==> src/rtl/perceptron_y_packer.sv <==
// perceptron_y_packer
//
// Packs the single-bit decisions coming out of a perceptron into PACK-bit
// words for a downstream consumer. Bit k of a word is the k-th decision
// accepted into that word. A word is offered downstream either when it fills
// up or when flush_i asks for a partially filled word to be sent early.
//
// Ports
//   clk      : single clock, all state updates on the rising edge
//   reset    : synchronous, active-high reset
//   val_i    : upstream decision valid (from perceptron val_o)
//   rdy_o    : ready to accept a decision (to perceptron rdy_i)
//   Y_i      : decision bit (from perceptron Y_o)
//   flush_i  : single-cycle request to emit a partially filled word
//   val_o    : packed word valid
//   rdy_i    : downstream ready
//   word_o   : packed decisions, unused upper bits are 0
//   count_o  : number of valid bits in word_o
//   ones_o   : number of 1 bits in word_o
//   words_o  : running count of words delivered downstream (wraps at 16 bits)

module perceptron_y_packer #(
  parameter int PACK = 8,
  localparam int CW = $clog2(PACK + 1)
) (
  input  logic            clk,
  input  logic            reset,
  input  logic            val_i,
  output logic            rdy_o,
  input  logic            Y_i,
  input  logic            flush_i,
  output logic            val_o,
  input  logic            rdy_i,
  output logic [PACK-1:0] word_o,
  output logic [CW-1:0]   count_o,
  output logic [CW-1:0]   ones_o,
  output logic [15:0]     words_o
);

  typedef enum logic {
    COLLECT = 1'b0,
    FULL    = 1'b1
  } state_t;

  state_t          state_q;
  logic [PACK-1:0] word_q;
  logic [CW-1:0]   count_q;
  logic [CW-1:0]   count_inc;
  logic [15:0]     words_q;
  logic [CW-1:0]   ones_cnt;

  assign count_inc = count_q + CW'(1);

  // Handshake flags come straight from the state register, so they are
  // glitch-free and never depend combinationally on the other side.
  assign rdy_o   = (state_q == COLLECT);
  assign val_o   = (state_q == FULL);
  assign word_o  = word_q;
  assign count_o = count_q;
  assign words_o = words_q;
  assign ones_o  = ones_cnt;

  // Population count of the word register. Because bits at or above the
  // count are always zero, this can never exceed count_o.
  always_comb begin
    ones_cnt = '0;
    for (int i = 0; i < PACK; i++) begin
      ones_cnt = ones_cnt + CW'(word_q[i]);
    end
  end

  // Collect/deliver state machine. In COLLECT the incoming bit is OR-ed
  // into position [count]; the upper bits are known to be zero, so OR-ing
  // is the same as writing that bit. A transfer that coincides with a flush
  // is taken first and then the word is closed. In FULL everything upstream
  // is ignored and the word is held until the downstream handshake, which
  // clears the word and returns to COLLECT without a same-cycle bypass.
  always_ff @(posedge clk) begin
    if (reset) begin
      state_q <= COLLECT;
      word_q  <= '0;
      count_q <= '0;
      words_q <= '0;
    end else begin
      case (state_q)
        COLLECT: begin
          if (val_i) begin
            word_q  <= word_q | (PACK'(Y_i) << count_q);
            count_q <= count_inc;
            if ((count_inc == CW'(PACK)) || flush_i) begin
              state_q <= FULL;
            end
          end else if (flush_i && (count_q != '0)) begin
            state_q <= FULL;
          end
        end
        FULL: begin
          if (rdy_i) begin
            state_q <= COLLECT;
            word_q  <= '0;
            count_q <= '0;
            words_q <= words_q + 16'd1;
          end
        end
        default: begin
          state_q <= COLLECT;
        end
      endcase
    end
  end

endmodule

==> config.mk <==
export PLATFORM = sky130hd
export DESIGN_NAME = perceptron_y_packer
export DESIGN_NICKNAME = d
export VERILOG_FILES = /design/src/rtl/perceptron_y_packer.sv
export SDC_FILE = /design/constraint.sdc
export NUM_CORES = 1
export LEC_CHECK = 0
export ABC_AREA = 1
export CORE_MARGIN = 2
export CORE_UTILIZATION = 40
export CTS_BUF_LIST = sky130_fd_sc_hd__clkbuf_4 sky130_fd_sc_hd__clkbuf_8
export DETAILED_ROUTE_END_ITERATION = 7
export PLACE_DENSITY_LB_ADDON = 0.2
export SLEW_MARGIN = 20
export SYNTH_ARGS = -nofsm -noshare
export SYNTH_HDL_FRONTEND = slang
export SYNTH_SLANG_ARGS = --single-unit
export TNS_END_PERCENT = 100
==> constraint.sdc <==
create_clock -name clk -period 3.65 [get_ports clk]
set_clock_uncertainty 0.05 [all_clocks]
set_input_delay 0.365 -clock clk [delete_from_list [all_inputs] [get_ports clk]]
set_output_delay 0.365 -clock clk [all_outputs]
set_load 0.01 [all_outputs]
Word-level counts from Yosys, hierarchy flattened
Cells that the tools add are included. Widths: inputs -> output; s select.

$lt $le $gt $ge: 0. Multipliers: 0. Reduce and logical (&&, ||, !) cells: 5. Eq/ne operators: 3. Shifts and indexed selects: 1. Mux-type cells: 11. Divide/modulo/power cells: 0. Add/sub/neg operators: 9. Bitwise logic cells: 2.

Operator list (count): $add 16x1->16 const B (1); $add 4x1->4 (4); $mux 8 (2); $pmux 8 s2 (1); $mux 4 (2); $or 8x8->8 (1); $pmux 4 s2 (1); $shl 1x4->8 (1); $add 3x1->4 (1); $add 4x1->4 const B (1); $eq 4x4->1 const B (1); $mux 1 (4); $ne 2x2->1 const B (2); $reduce_and 2->1 (2); $reduce_bool 4->1 (1); $add 2x1->3 (1); $add 1x1->2 (1); $pmux 1 s2 (1); $logic_and 1x1->1 (1); $logic_or 1x1->1 (1); $not 1->1 (1).

Bits in latches: 0. Memories kept: 0. Bits of input ports: 6. Register bits after elaboration: 29. ROM bits: 0. Bits in writable memories: 0.

Longest topological paths before layout
Gate-level depths: netlist of the first run.

Depth after elaboration: 7. Mapped depth: 9.

Worst setup path before layout of the first run
No wires, ideal clock.

Path kind: reg2out. Start point: register word_q[0] (netlist: word_o[0]). End point: output ones_o[2]. Cell stages (with the launch flop): 10. Required time: 3235 ps. Buffers on the path: 0. Arrival time: 2661 ps. Setup slack: 574 ps. Path through: dfxtp_1 > fa_1 > inv_1 > fa_1 > fa_1 > inv_1 > ha_1 > inv_1 > fa_1 > xnor2_1.

Longest elaborated chain between the ends: 7.

Ends and longest elaborated chain: start: declaration (line 46) `logic [PACK-1:0] word_q;`; start signal: assignment (line 88) `word_q <= word_q | (PACK'(Y_i) << count_q);`; $add 1x1->2 (line 68) `ones_cnt = ones_cnt + CW'(word_q[i]);`; $add 2x1->3 (line 68); $add 3x1->4 (line 68); $add 4x1->4 (4 in series) (line 68); end: declaration (line 36) `output logic [CW-1:0] ones_o,`.

No other way between the ends.

Worst setup path after layout of the first run
Same ends and word-level chain as after synthesis.

==> results.cfg, run 1 <==
[outcome]
status = finished clean

[layout]
drive_above_1_share_pct = 9.02
final_cells = 303
nFillCells = 363
nets = 270
diodes = 0
seq_area_sq_um = 582
syn_to_final_growth_pct = 35.6
stdcell_area_sq_um = 2060
multi_input_area_sq_um = 790

[clock_network]
cts_root_buf = clkbuf_8
cts_num_sinks = 29
path_clk_slew_ns = 0.06
clock_latency_ns = 0.27
clockBufferDepth = 2
cts_tree = yes
cts_buffers = 5
ctsHtreeMaxLevel = 2
cts_setup_buffers = 0

[worst_setup_path]
path_class = reg2out
required_ns = 3.23
end_kind = output pin
path_max_fanout = 3
worstPathArrival_ns = 3.13
crit_path_start_kind = flip-flop

[timing]
slew-limit-headroom_pct = 66.8
finalHoldViolCount = 0
slew_violations = 0
finalCritPeriodShare_pct = 97.2
setup_ws_ns = 0.101
rsz0062_at_grt = yes
fmax_mhz = 282
final-setup-viol-count = 0
tightest_slew_ns = 0.494
post-route-min-period_ns = 3.55
fin_setup_tns_ns = 0

[drt]
ant_nets = 0
drt_iter0_markers = 68
wirelength_um = 3100
wl_per_cell_um = 10.2
vias = 1396
vias_per_cell = 4.61
drtPass1Iterations = 4
drc_errors = 0

[synthesis]
synth_area_sq_um = 1520
synth_edf_count = 0
syn_inst = 209
synthArstFlopShare_pct = 0
synth-seq-cells = 29
synthTopCellsByCount = 44 x nand2_1, 36 x inv_1, 29 x dfxtp_1, 29 x nor2_1, 19 x a21oi_1
ys_dominant_reg_cell = dfxtp_1
ys_warn_count = 0
synth_nets = 225
yosysSeqAreaShare_pct = 38.2
ys_types = 24
yosys.area.top_type = dfxtp_1
synth.avg_cell_area_sq_um = 7.27
yosysMostFrequentCell = nand2_1
synthTopCellsByArea = dfxtp_1 38%, nand2_1 11%, inv_1 8.9%
yosysTopAreaCellShare_pct = 38.2

[global_routing]
antenna_found_initial = 0
grt_max_degree = 17
grt_pass1_vias = 1160
grt_overflow = 0
grtUsageTotal_pct = 15.2
grt_first_pass_wirelength_um = 4970

[placed_design]
dp_cells = 295
dp_hpwl_um = 2370
dpl-instance-area_sq_um = 1970
port_buffers = 39
place_congestion = 0.814
dp_worst_setup_slack_ns = 0.0545

[floorplanning]
core_area_sq_um = 3660
ioPinCount = 40
fp.dieW_um = 65.7
row_count = 22
start_util_pct = 41.5
die-area_sq_um = 4310
die_y_um = 65.7

[worst_hold_path]
hp-class = reg2reg

[power_and_ir_drop]
cellPowerDensity_nw_per_um2 = 334
p_leak_nw = 0.871
ir_drop_v = 0.000210
p_total_mw = 0.688

[run]
maxCapViolations = 0
-- sequential cells by signal (all words and copies together) (netlist names) --
signal,flops
count_o,4
words_o,16
word_o,8
val_o,1
-- path summary, 6_finish.rpt --
kind / startpoint / to / slack (ns) / cells after the start
worst max register to register: words_o[0] / words_o[14] / 2.32 / 7
worst max-delay path: word_o[0] / ones_o[2] / 0.10 / 10
worst min-delay path: words_o[13] / words_o[13] / 0.45 / 2
worst min register to register: words_o[13] / words_o[13] / 0.45 / 2
-- worst max-delay path, cell delays in order (launching register included) --
cell	delay, ns
dfxtp_2	0.33
fa_1	0.54
inv_1	0.06
fa_1	0.56
fa_1	0.43
inv_1	0.07
ha_2	0.17
inv_1	0.05
fa_1	0.37
xnor2_1	0.14
buf_2	0.15
-- cells by family (layout without fill, tap and decap cells) --
group | Yosys count | in the layout | synth area share (%)
buffers and inverters | 40 | 86 | 10.0
adder cells (fa/ha/maj) | 10 | 10 | 10.2
flip-flops | 29 | 29 | 38.2
XOR/XNOR | 2 | 2 | 1.15
AO/OA/AOI/OAI | 25 | 25 | 8.39
AND/OR/NAND/NOR | 103 | 103 | 32.0
-- power by group --
group          switching [mW]  internal (mW)
clock                   0.118          0.170
sequential            0.00897          0.323
combinational          0.0365         0.0322
-- area by class of cell --
cell class              count  share of cell area, %
multi-input cells         140                   38.3
well taps                  48                   2.91
clock inverters             1                  0.243
repair buffers             39                   18.5
inverters                  39                   7.16
flip-flops and latches     29                   28.2
clock buffers               7                   4.68
-- per-layer routing --
metal | vias up | track usage, % | part of all wire [%]
met5 | - | 0 | 0
met4 | 0 | 7.03 | 0.77
met3 | 2 | 4.45 | 5.0
met2 | 26 | 25.0 | 46
met1 | 624 | 18.2 | 48
li1 | 744 | - | -
-- what timing repair did --
action	CTS	global route
gates cloned	0	0
pin swaps	0	2
hold buffers	0	0
resized for setup	2	7
setup endpoints to repair	2	2
-- layout by cell type (no fill, tap or decap), types with 2 or more instances in the layout --
cell type	Yosys	layout
clkbuf_8	0	7
nand3_1	10	10
nand2_1	44	44
fa_1	4	4
nor2_1	29	29
a21oi_1	19	19
o21ai_0	5	5
dfxtp_1	29	28
inv_1	36	36
nor3b_2	3	3
nand4_1	3	3
nor3_1	7	7
xnor2_1	2	2
clkdlybuf4s50_1	0	37
ha_1	6	5
nand2_2	2	2
clkinv_2	1	2
-- stage by stage --
stage / hold WS [ns] / util (%)
6_report: 0.447 / 56.3
5_1_grt: 0.479 / 56.3
4_1_cts: 0.454 / 56.4
3_5_place_dp: 0.444 / 53.7
3_3_place_gp: 0.441 / 53.7
2_1_floorplan: 0.384 / -
(Power assumes the default switching activity.)
==> inputs of run 2 (changes only) <==
==> constraint.sdc (replaced) <==
create_clock -name clk -period 3.95 [get_ports clk]
set_clock_uncertainty 0.05 [all_clocks]
set_input_delay 0.395 -clock clk [delete_from_list [all_inputs] [get_ports clk]]
set_output_delay 0.395 -clock clk [all_outputs]
set_load 0.01 [all_outputs]
==> results.cfg, run 2 (same netlist as run 1, synthesis figures left out) <==
[timing]
finalHoldViolCount = 0
fmax_mhz = 275
fin_setup_tns_ns = 0
rsz0062_at_grt = no
slew_violations = 0
final-setup-viol-count = 0
post-route-min-period_ns = 3.64
setup_ws_ns = 0.311
slew-limit-headroom_pct = 67.3
tightest_slew_ns = 0.490
finalCritPeriodShare_pct = 92.1

[power_and_ir_drop]
cellPowerDensity_nw_per_um2 = 308
p_total_mw = 0.638
p_leak_nw = 0.893
ir_drop_v = 0.000190

[worst_setup_path]
required_ns = 3.50
critPathSlowestCell = fa_1
path_class = reg2out
end_kind = output pin
critical_path_buf_inv_count = 4
crit_path_start_kind = flip-flop
worst_path_dominant_cell_family = adder cells
cp_common_cell = fa_1
path_cells = fa_1 > inv_1 > fa_1 > fa_1 > inv_1 > ha_1 > inv_1 > fa_1 > xnor2_1 > dlygate4sd2_1
critPathMaxStageDelay_ns = 0.55
path_max_fanout = 3
worstPathArrival_ns = 3.19

[clock_network]
cts_root_buf = clkbuf_8
clockBufferDepth = 2
cts_buffers = 5
hold_buffers = 0
cts_num_sinks = 29
clock_latency_ns = 0.27
ctsHtreeMaxLevel = 2
path_clk_slew_ns = 0.06
cts_tree = yes

[worst_hold_path]
hp-class = reg2reg

[global_routing]
busiest_layer = met2
grtUsageTotal_pct = 15.9
grt_overflow = 0
met3_usage_pct = 6.16
grt_max_degree = 17
antenna_found_initial = 0
met1_usage_pct = 18.7
grt_use_met2_pct = 26.5
grt_first_pass_wirelength_um = 5210
grt_pass1_vias = 1178

[drt]
drt_iter0_markers = 59
vias_per_cell = 4.67
vias = 1414
wirelength_um = 3150
ant_nets = 0
wl_per_cell_um = 10.4
drtPass1Iterations = 4
drc_errors = 0

[placed_design]
port_buffers = 39
place_congestion = 0.814
dp_hpwl_um = 2400
dp_worst_setup_slack_ns = 0.320

[layout]
diodes = 0
fin_util_pct = 56.5
syn_to_final_growth_pct = 36.0
largest_reg_flops = 16
mostFrequentLayoutCell = nand2_1
final_cell_mix = 44 x nand2_1, 37 x clkdlybuf4s50_1, 36 x inv_1, 29 x nor2_1, 29 x dfxtp_1
drive_above_1_share_pct = 7.45
nets = 270

[floorplanning]
die-area_sq_um = 4310
core_area_sq_um = 3660
die_y_um = 65.7
ioPinCount = 40
row_count = 22
start_util_pct = 41.5
fp.dieW_um = 65.7

[run]
maxCapViolations = 0

[outcome]
status = finished clean
run 2: changes by cell type in the layout (fill, tap and decap cells not counted):
| cell | previous run | this run |
|---|---|---|
| buf_2 | 1 | 0 |
| clkbuf_2 | 1 | 0 |
| dfxtp_1 | 28 | 29 |
| dfxtp_2 | 1 | 0 |
| dlygate4sd2_1 | 0 | 1 |
| dlymetal6s2s_1 | 0 | 1 |
| ha_1 | 5 | 6 |
| ha_2 | 1 | 0 |
run 2: power by group:
| group | internal, mW | switching, mW | leakage (nW) |
|---|---|---|---|
| clock network | 0.157 | 0.111 | 0.0542 |
| registers | 0.298 | 0.00799 | 0.235 |
| logic | 0.0297 | 0.0333 | 0.604 |
run 2: path summary, 6_finish.rpt:
check                              endpoint        start  slack, ns  depth (start not counted)
worst max-delay path              ones_o[2]    word_o[0]       0.31                         10
worst min-delay path            words_o[13]  words_o[13]       0.45                          2
worst max register to register  words_o[13]   words_o[2]       2.62                          7
worst min register to register  words_o[13]  words_o[13]       0.45                          2
run 2: final cells by class:
| type | count | area (sq um) |
|---|---|---|
| fillers | 372 | 1590 |
| multi-input cells | 140 | 787 |
| flip-flops and latches | 29 | 581 |
| repair buffers | 39 | 392 |
| inverters | 39 | 148 |
| clock buffers | 7 | 96.3 |
| well taps | 48 | 60.1 |
| clock inverters | 1 | 5.00 |
run 2: metal layers:
layer	share of wire [%]	vias to the layer above
li1	-	741
met1	45	637
met2	49	34
met3	5.6	2
met4	0.48	0
met5	0	-
run 2: tightest hold or removal path, cell delays in order (launching register included):
cell and delay (ns):
dfxtp_1 0.31, inv_1 0.09, a21oi_1 0.07
run 2: what timing repair did:
action	in CTS	in global routing
hold endpoints to repair	0	0
buffers inserted	0	0
setup endpoints to repair	1	1
gates resized for setup	1	1
run 2: metrics by stage:
stage / cells / hold slack [ns] / area, sq um
finish: 303 / 0.451 / 2070
global route: 303 / 0.473 / 2070
CTS: 303 / 0.457 / 2070
detailed placement: 295 / 0.447 / 1970
global placement: 295 / 0.441 / 1970
floorplan: 209 / 0.414 / 1520
